**src/rtl/usb_uart_hex_tx.sv**
```systemverilog
// usb_uart_hex_tx: device-to-host hex line transmitter for the USB serial
// pipeline. Each word accepted on the word_in valid/ready port is sent to
// usb_uart as ASCII hex digits, most-significant nibble first, followed by
// CR LF (or LF only). Everything runs on clk_48mhz.
//
// Optional feature: define USB_UART_HEX_TX_PREFIX_EN to start every line
// with "0x". The PREFIX state only exists in that build.
//
// Handshake rules, for both ports:
//   - A transfer happens on a rising edge where valid && ready are both high.
//   - uart_in_valid/uart_in_data are registered. Once valid is raised, they
//     stay unchanged until the byte transfers.
//   - word_in_ready is high only in IDLE, and not while reset is high. It
//     depends only on registered state and reset.
module usb_uart_hex_tx #(
  parameter int WORD_WIDTH   = 32,
  parameter bit UPPERCASE    = 1'b1,
  parameter bit NEWLINE_CRLF = 1'b1
) (
  input  logic                  clk_48mhz,
  input  logic                  reset,
  input  logic [WORD_WIDTH-1:0] word_in,
  input  logic                  word_in_valid,
  output logic                  word_in_ready,
  output logic [7:0]            uart_in_data,
  output logic                  uart_in_valid,
  input  logic                  uart_in_ready,
  output logic                  busy,
  output logic [15:0]           words_sent
);

  localparam int NIB = WORD_WIDTH / 4;
  localparam int CW  = (NIB > 1) ? $clog2(NIB) : 1;
  localparam logic [CW-1:0] LAST_NIB = CW'(NIB - 1);

`ifdef USB_UART_HEX_TX_PREFIX_EN
  typedef enum logic [2:0] {
    IDLE   = 3'd0,
    PREFIX = 3'd1,
    HEX    = 3'd2,
    CR     = 3'd3,
    LF     = 3'd4
  } state_t;
`else
  typedef enum logic [2:0] {
    IDLE = 3'd0,
    HEX  = 3'd2,
    CR   = 3'd3,
    LF   = 3'd4
  } state_t;
`endif

  // The current state is visible through the hierarchy for checkers.
  state_t                state;
  // Holds the digits not yet loaded into uart_in_data, top-aligned.
  logic [WORD_WIDTH-1:0] shreg;
  // Index of the digit now in uart_in_data.
  logic [CW-1:0]         nib_cnt;
`ifdef USB_UART_HEX_TX_PREFIX_EN
  // 0 while '0' is pending, 1 while 'x' is pending.
  logic                  pfx_cnt;
`endif
  logic                  byte_xfer;

  // Map one nibble to its ASCII hex character.
  function automatic logic [7:0] hex_char(input logic [3:0] n);
    logic [7:0] n8;
    n8 = {4'h0, n};
    if (n < 4'd10)  return 8'h30 + n8;
    else if (UPPERCASE) return 8'h37 + n8;  // 'A' - 10
    else            return 8'h57 + n8;      // 'a' - 10
  endfunction

  assign byte_xfer     = uart_in_valid && uart_in_ready;
  assign word_in_ready = (state == IDLE) && !reset;
  assign busy          = (state != IDLE);

  // Line sequencer: captures a word, then steps through prefix, digits and
  // the line terminator. The next byte is loaded on the same edge as the
  // current byte transfers, so there are no gaps inside a line.
  always_ff @(posedge clk_48mhz) begin
    if (reset) begin
      state         <= IDLE;
      shreg         <= '0;
      nib_cnt       <= '0;
      uart_in_data  <= 8'h00;
      uart_in_valid <= 1'b0;
      words_sent    <= 16'h0000;
`ifdef USB_UART_HEX_TX_PREFIX_EN
      pfx_cnt       <= 1'b0;
`endif
    end else begin
      case (state)
        IDLE: begin
          if (word_in_valid) begin
            nib_cnt       <= '0;
            uart_in_valid <= 1'b1;
`ifdef USB_UART_HEX_TX_PREFIX_EN
            shreg         <= word_in;
            uart_in_data  <= 8'h30;
            pfx_cnt       <= 1'b0;
            state         <= PREFIX;
`else
            shreg         <= word_in << 4;
            uart_in_data  <= hex_char(word_in[WORD_WIDTH-1 -: 4]);
            state         <= HEX;
`endif
          end
        end

`ifdef USB_UART_HEX_TX_PREFIX_EN
        PREFIX: begin
          if (byte_xfer) begin
            if (!pfx_cnt) begin
              uart_in_data <= 8'h78;
              pfx_cnt      <= 1'b1;
            end else begin
              uart_in_data <= hex_char(shreg[WORD_WIDTH-1 -: 4]);
              shreg        <= shreg << 4;
              state        <= HEX;
            end
          end
        end
`endif

        HEX: begin
          if (byte_xfer) begin
            if (nib_cnt == LAST_NIB) begin
              uart_in_data <= NEWLINE_CRLF ? 8'h0D : 8'h0A;
              state        <= NEWLINE_CRLF ? CR : LF;
            end else begin
              uart_in_data <= hex_char(shreg[WORD_WIDTH-1 -: 4]);
              shreg        <= shreg << 4;
              nib_cnt      <= nib_cnt + CW'(1);
            end
          end
        end

        CR: begin
          if (byte_xfer) begin
            uart_in_data <= 8'h0A;
            state        <= LF;
          end
        end

        LF: begin
          if (byte_xfer) begin
            uart_in_valid <= 1'b0;
            words_sent    <= words_sent + 16'd1;
            state         <= IDLE;
          end
        end

        default: begin
          uart_in_valid <= 1'b0;
          state         <= IDLE;
        end
      endcase
    end
  end

endmodule

```
**config.mk**
```make
export PLATFORM = sky130hd
export DESIGN_NAME = usb_uart_hex_tx
export DESIGN_NICKNAME = d
export VERILOG_FILES = /design/src/rtl/usb_uart_hex_tx.sv
export SDC_FILE = /design/constraint.sdc
export NUM_CORES = 1
export LEC_CHECK = 0
export ABC_AREA = 0
export ABC_CLOCK_PERIOD_IN_PS = 3570
export BUFFER_PORTS_ARGS = -buffer_cell sky130_fd_sc_hd__buf_4
export CORE_MARGIN = 2
export CORE_UTILIZATION = 58
export DETAILED_ROUTE_END_ITERATION = 10
export PLACE_DENSITY = 0.84
export SLEW_MARGIN = 10
export SYNTH_ARGS = -nofsm -noshare
export SYNTH_HDL_FRONTEND = slang
export SYNTH_SLANG_ARGS = --single-unit
```
**constraint.sdc**
```tcl
create_clock -name clk_48mhz -period 3.57 [get_ports clk_48mhz]
set_input_delay 0.1785 -clock clk_48mhz [delete_from_list [all_inputs] [get_ports clk_48mhz]]
set_output_delay 0.1785 -clock clk_48mhz [all_outputs]
set_load 0.005 [all_outputs]
```
; Word level (Yosys, flattened, before mapping)
; Index checks and enable logic that the tools add are counted.
[word_totals]
latchBits = 0
ramBits = 0
inputBits = 36
reg_bits = 63
memories = 0
elab_cells = 62
mem_bits_ro = 0
[op_classes]
div_mod_pow = 0
reduce_logical = 13
n_shift = 0
n_addsub = 6
n_bitwise = 1
n_lt_le_gt_ge = 2
multipliers = 0
n_eq_ne = 10
mux = 24
[op_table]
columns = operator, n
row1 = two-way mux 32 bit, 3
row2 = one-hot mux 32 bit (2 select lines), 1
row3 = adder 6 x 4 -> 7 bit (first input constant), 4
row4 = two-way mux 3 bit, 8
row5 = two-way mux 8 bit, 3
row6 = one-hot mux 8 bit (3 select lines), 1
row7 = two-way mux 7 bit, 3
row8 = adder 16 x 1 -> 16 bit (second input constant), 1
row9 = inequality test 2 bit (second input constant), 6
row10 = one-hot mux 3 bit (4 select lines), 1
row11 = < comparator 4 bit (second input constant), 2
row12 = AND reduction 4 bit, 2
row13 = == test 3 x 2 -> 1 bit (second input constant), 2
row14 = == test 3 bit (second input constant), 2
row15 = one-hot mux 3 bit (2 select lines), 1
row16 = nonzero test 3 bit, 2
row17 = AND reduction 5 bit, 1
row18 = adder 3 x 1 -> 3 bit (second input constant), 1
row19 = logical NOT 3 bit, 1
row20 = one-hot mux 1 bit (3 select lines), 1
row21 = AND reduction 3 bit, 1
row22 = logical AND 1 bit, 2
row23 = two-way mux 1 bit, 2
row24 = AND reduction 2 bit, 1
row25 = other kinds (4), 4

; Depth between registers and ports, before layout
[depth]
word_depth = 5
depth_mapped = 7
depth_no_buf = 6

; Least setup slack after synthesis
; Ideal clock, no wire load.
[synth_timing]
kind = flip-flop to flip-flop
startpoint = register nib_cnt[0]
endpoint = register shreg[13]
setup_ns = 0.088
stages_incl_launch_ff = 8
required_ns = 3.482
slack_ns = 1.696
arrival_time_ns = 1.786
period_less_slack_ns = 1.874
path_buffers = 1
cell_sequence = dfxtp_1 > ha_1 > ha_1 > nand4b_1 > a211oi_4 > buf_4 > nor2_1 > a311oi_2
[synth_via]
elab_chain_len = 3
[synth_rtl]
columns = element, line_no
row1 = start: declaration, 58  ; logic [CW-1:0] nib_cnt;
row2 = start signal: assignment, 134  ; nib_cnt <= nib_cnt + CW'(1);
row3 = == test 3 bit, 128  ; if (nib_cnt == LAST_NIB) begin
row4 = inequality test 2 bit (no line), --
row5 = AND reduction 4 bit (no line), --
row6 = end signal: assignment, 104  ; shreg <= word_in << 4;
row7 = end signal: assignment, 133  ; shreg <= shreg << 4;
row8 = end: declaration, 56  ; logic [WORD_WIDTH-1:0] shreg;
; No other way between the ends.
; A chain may end at the register's enable or synchronous reset.

; Worst setup path in the final report
[layout_timing]
startpoint = register nib_cnt[0]
endpoint = register shreg[5]
; The elaborated chain is that of the path after synthesis.

==> flow_results.xml <==
<?xml version="1.0" encoding="UTF-8"?>
<metrics>
  <group name="synth">
    <metric name="synth_area_leaders" unit="">sky130_fd_sc_hd__dfxtp_1 (40%), sky130_fd_sc_hd__nand2_1 (8.1%), sky130_fd_sc_hd__nor2_1 (5.6%)</metric>
    <metric name="seq_area_frac_synth" unit="">0.402</metric>
    <metric name="post-synth-top-area-fraction" unit="">0.402</metric>
    <metric name="synth_ff_type" unit="">sky130_fd_sc_hd__dfxtp_1</metric>
    <metric name="yosys.cell_types.count" unit="">51</metric>
    <metric name="synth_largest_area_cell" unit="">sky130_fd_sc_hd__dfxtp_1</metric>
    <metric name="postSynthNetCount" unit="">386</metric>
    <metric name="number_of_warning_messages_in_the_yosys_log" unit="">0</metric>
    <metric name="netlist_area" unit="mm2">0.00289</metric>
    <metric name="netlist_instances" unit="">345</metric>
    <metric name="synth_enable_flop_cells" unit="">0</metric>
    <metric name="postSynthAreaPerCell" unit="um2">8.37</metric>
    <metric name="ys_async_sr_fraction" unit="">0</metric>
    <metric name="synth-seq-cells" unit="">58</metric>
  </group>
  <group name="power_and_ir_drop">
    <metric name="power.switching_fraction" unit="">0.265</metric>
    <metric name="power.internal" unit="uW">1090</metric>
    <metric name="power.leakage" unit="uW">0.00137</metric>
    <metric name="seq_power_share" unit="">0.483</metric>
    <metric name="clkPwrFrac" unit="">0.377</metric>
    <metric name="power_density" unit="mW/mm2">424</metric>
    <metric name="p_sw" unit="uW">391</metric>
    <metric name="ir_drop" unit="uV">250</metric>
    <metric name="pwr-share-comb" unit="">0.141</metric>
  </group>
  <group name="global_routing">
    <metric name="first_global_vias" unit="">2339</metric>
    <metric name="grt_pass1_wl" unit="um">10400</metric>
    <metric name="globalRoute.totalOverflow" unit="">0</metric>
    <metric name="antenna_found_initial" unit="">0</metric>
    <metric name="grt_start_max_net_pins" unit="">57</metric>
    <metric name="globalRouteTotalUtil" unit="">0.244</metric>
  </group>
  <group name="routing">
    <metric name="detail-route-antenna-nets" unit="">0</metric>
    <metric name="vias_per_cell" unit="">5.68</metric>
    <metric name="drtPass1Iterations" unit="">4</metric>
    <metric name="number_of_drc_violations_after_detailed_routing_iteration_0" unit="">209</metric>
    <metric name="wl_per_cell" unit="um">14.0</metric>
    <metric name="drc_errors" unit="">0</metric>
    <metric name="finalWirelength" unit="um">6530</metric>
    <metric name="num_vias" unit="">2653</metric>
  </group>
  <group name="die">
    <metric name="boundaryPins" unit="">63</metric>
    <metric name="chipWidth" unit="um">74.5</metric>
    <metric name="die-height" unit="um">74.5</metric>
    <metric name="die_area" unit="mm2">0.00556</metric>
    <metric name="row_count" unit="">25</metric>
    <metric name="start_util" unit="">0.607</metric>
    <metric name="core_area" unit="mm2">0.00475</metric>
  </group>
  <group name="timing">
    <metric name="fmaxAchievable" unit="GHz">0.423</metric>
    <metric name="timing.clock.skew" unit="ps">8.05</metric>
    <metric name="grt_setup_unrepaired" unit="">false</metric>
    <metric name="finalSetupViolations" unit="">0</metric>
    <metric name="slew_headroom" unit="">0.428</metric>
    <metric name="timing.final.crit_period" unit="ps">2370</metric>
    <metric name="min_period_over_period" unit="">0.663</metric>
    <metric name="finalMaxSlewViolations" unit="">0</metric>
    <metric name="timing_worst_slew_pin_value" unit="ps">858</metric>
    <metric name="final_hold_viol_count" unit="">0</metric>
    <metric name="fin_tns_setup" unit="ps">0</metric>
  </group>
  <group name="final_layout">
    <metric name="utilization" unit="">0.734</metric>
    <metric name="drive_gt1_frac" unit="">0.228</metric>
    <metric name="mostFrequentLayoutCells" unit="">sky130_fd_sc_hd__nand2_1 (62), sky130_fd_sc_hd__buf_4 (62), sky130_fd_sc_hd__dfxtp_1 (58)</metric>
    <metric name="layout.cells.non_filler" unit="">467</metric>
    <metric name="final_nets" unit="">436</metric>
    <metric name="area_delta_synth_final" unit="%">20.9</metric>
    <metric name="insertedDiodeCount" unit="">0</metric>
  </group>
  <group name="clock_tree">
    <metric name="cts_repair_resize_count" unit="">0</metric>
    <metric name="ctsHoldBuffers" unit="">0</metric>
    <metric name="clock-sinks" unit="">58</metric>
    <metric name="cts_tree" unit="">built</metric>
    <metric name="clock_tree.buffer_depth" unit="">2</metric>
    <metric name="cts_inserted_buffers" unit="">9</metric>
    <metric name="cts_setup_buffers" unit="">0</metric>
    <metric name="cts.htree.levels" unit="">3</metric>
    <metric name="cts_root_buffer" unit="">sky130_fd_sc_hd__clkbuf_8</metric>
    <metric name="cts.reportedPaths.clkPinSlew" unit="ps">70</metric>
    <metric name="insertion_delay" unit="ps">330</metric>
  </group>
  <group name="worst_setup_path">
    <metric name="cp_max_fo" unit="">52</metric>
    <metric name="worst-endpoint-required" unit="ps">3790</metric>
    <metric name="worst_setup_path_start_kind" unit="">flip-flop</metric>
    <metric name="cp-end-kind" unit="">flip-flop</metric>
    <metric name="crit_arrival" unit="ps">2590</metric>
    <metric name="critPathKind" unit="">flip-flop to flip-flop</metric>
  </group>
  <group name="placed_design">
    <metric name="numPlacedInstances" unit="">451</metric>
    <metric name="gpl.final_weighted_congestion" unit="">0.815</metric>
    <metric name="port-buffer-count" unit="">61</metric>
    <metric name="dpl_wire_length" unit="um">4460</metric>
  </group>
  <group name="flow_run">
    <metric name="maxCapViolations" unit="">0</metric>
  </group>
  <group name="status">
    <metric name="run_status" unit="">completed</metric>
  </group>
  <group name="worst_hold_path">
    <metric name="hold_path_class" unit="">input pin to flip-flop</metric>
  </group>
</metrics>
-- worst paths after layout --
kind / slack, ps / endpoint / depth (start not counted) / start
worst min-delay path: 50 / shreg[7] / 2 / word_in[3]
worst min register to register: 480 / uart_in_data[1] / 2 / uart_in_data[1]
worst max-delay path: 1200 / shreg[5] / 7 / nib_cnt[0]
worst max register to register: 1200 / shreg[5] / 7 / nib_cnt[0]
-- cells by family after synthesis --
family / after synthesis / synth area share
adder cells (fa/ha/maj): 5 / 0.0217
other: 1 / 0.00130
buffers and inverters: 29 / 0.0524
AO/OA/AOI/OAI: 77 / 0.215
AND/OR/NAND/NOR: 165 / 0.277
XOR/XNOR: 10 / 0.0303
flip-flops: 58 / 0.402
-- power groups by stage --
stage               clock, uW  combinational [uW]  sequential, uW
global placement            0                 202             725
finish                    557                 208             714
CTS                       557                 208             713
floorplan                   0                 147             718
detailed placement          0                 207             727
global route              592                 231             717
-- cells in the mapped netlist, types with 2 or more instances --
cell type	instances
sky130_fd_sc_hd__nand2_1	62
sky130_fd_sc_hd__dfxtp_1	58
sky130_fd_sc_hd__nor2_1	43
sky130_fd_sc_hd__a21oi_1	20
sky130_fd_sc_hd__a311oi_1	17
sky130_fd_sc_hd__o21ai_0	12
sky130_fd_sc_hd__nand3_1	11
sky130_fd_sc_hd__clkbuf_1	9
sky130_fd_sc_hd__a311oi_2	8
sky130_fd_sc_hd__buf_2	7
sky130_fd_sc_hd__nand2b_1	7
sky130_fd_sc_hd__nor3_1	7
sky130_fd_sc_hd__or3_1	7
sky130_fd_sc_hd__inv_1	6
sky130_fd_sc_hd__ha_1	5
sky130_fd_sc_hd__xnor2_1	5
sky130_fd_sc_hd__xor2_1	5
sky130_fd_sc_hd__a22o_1	4
sky130_fd_sc_hd__nor2b_1	4
sky130_fd_sc_hd__and2_1	3
sky130_fd_sc_hd__and3_1	3
sky130_fd_sc_hd__buf_4	3
sky130_fd_sc_hd__buf_6	3
sky130_fd_sc_hd__nand4_1	3
sky130_fd_sc_hd__nor4_1	3
sky130_fd_sc_hd__a211oi_1	2
sky130_fd_sc_hd__a221oi_1	2
sky130_fd_sc_hd__and4_1	2
sky130_fd_sc_hd__o31ai_1	2
-- registers in the layout (all words and copies together), names as in the netlist --
register,flops
nib_cnt,3
shreg,28
words_sent,16
uart_in_valid,1
state,3
uart_in_data,7
-- per-layer routing --
metal  share of wire  global-route usage  vias up
met1            0.46               0.320     1246
met2            0.47               0.384       64
met5               0                   0        -
met4           0.018               0.113        0
li1                -                   -     1331
met3           0.046              0.0542       12
-- per-stage QoR --
step	hold slack [ps]	setup slack, ps	total power, uW	area, um2
after floorplan	304	1700	864	2890
after global placement	391	1320	928	3310
after detailed placement	395	1240	934	3310
after CTS	53.9	1220	1480	3490
after global routing	49.6	1070	1540	3490
final	53.9	1200	1480	3490
-- layout make-up --
cell class	instances	area, um2
Fill cell	395	1260
Timing Repair Buffer	62	465
Clock buffer	14	173
Sequential cell	58	1160
Clock inverter	2	10.0
Tap cell	67	83.8
Inverter	6	22.5
Multi-Input combinational cell	258	1570
-- worst max-delay path, cell delays in order, from the launching register on --
cell	delay (ps)
sky130_fd_sc_hd__dfxtp_1	330
sky130_fd_sc_hd__ha_1	200
sky130_fd_sc_hd__ha_1	280
sky130_fd_sc_hd__nand4b_1	260
sky130_fd_sc_hd__a211oi_4	260
sky130_fd_sc_hd__buf_4	470
sky130_fd_sc_hd__nor2_1	170
sky130_fd_sc_hd__a22o_1	270
(Power assumes the default switching activity.)
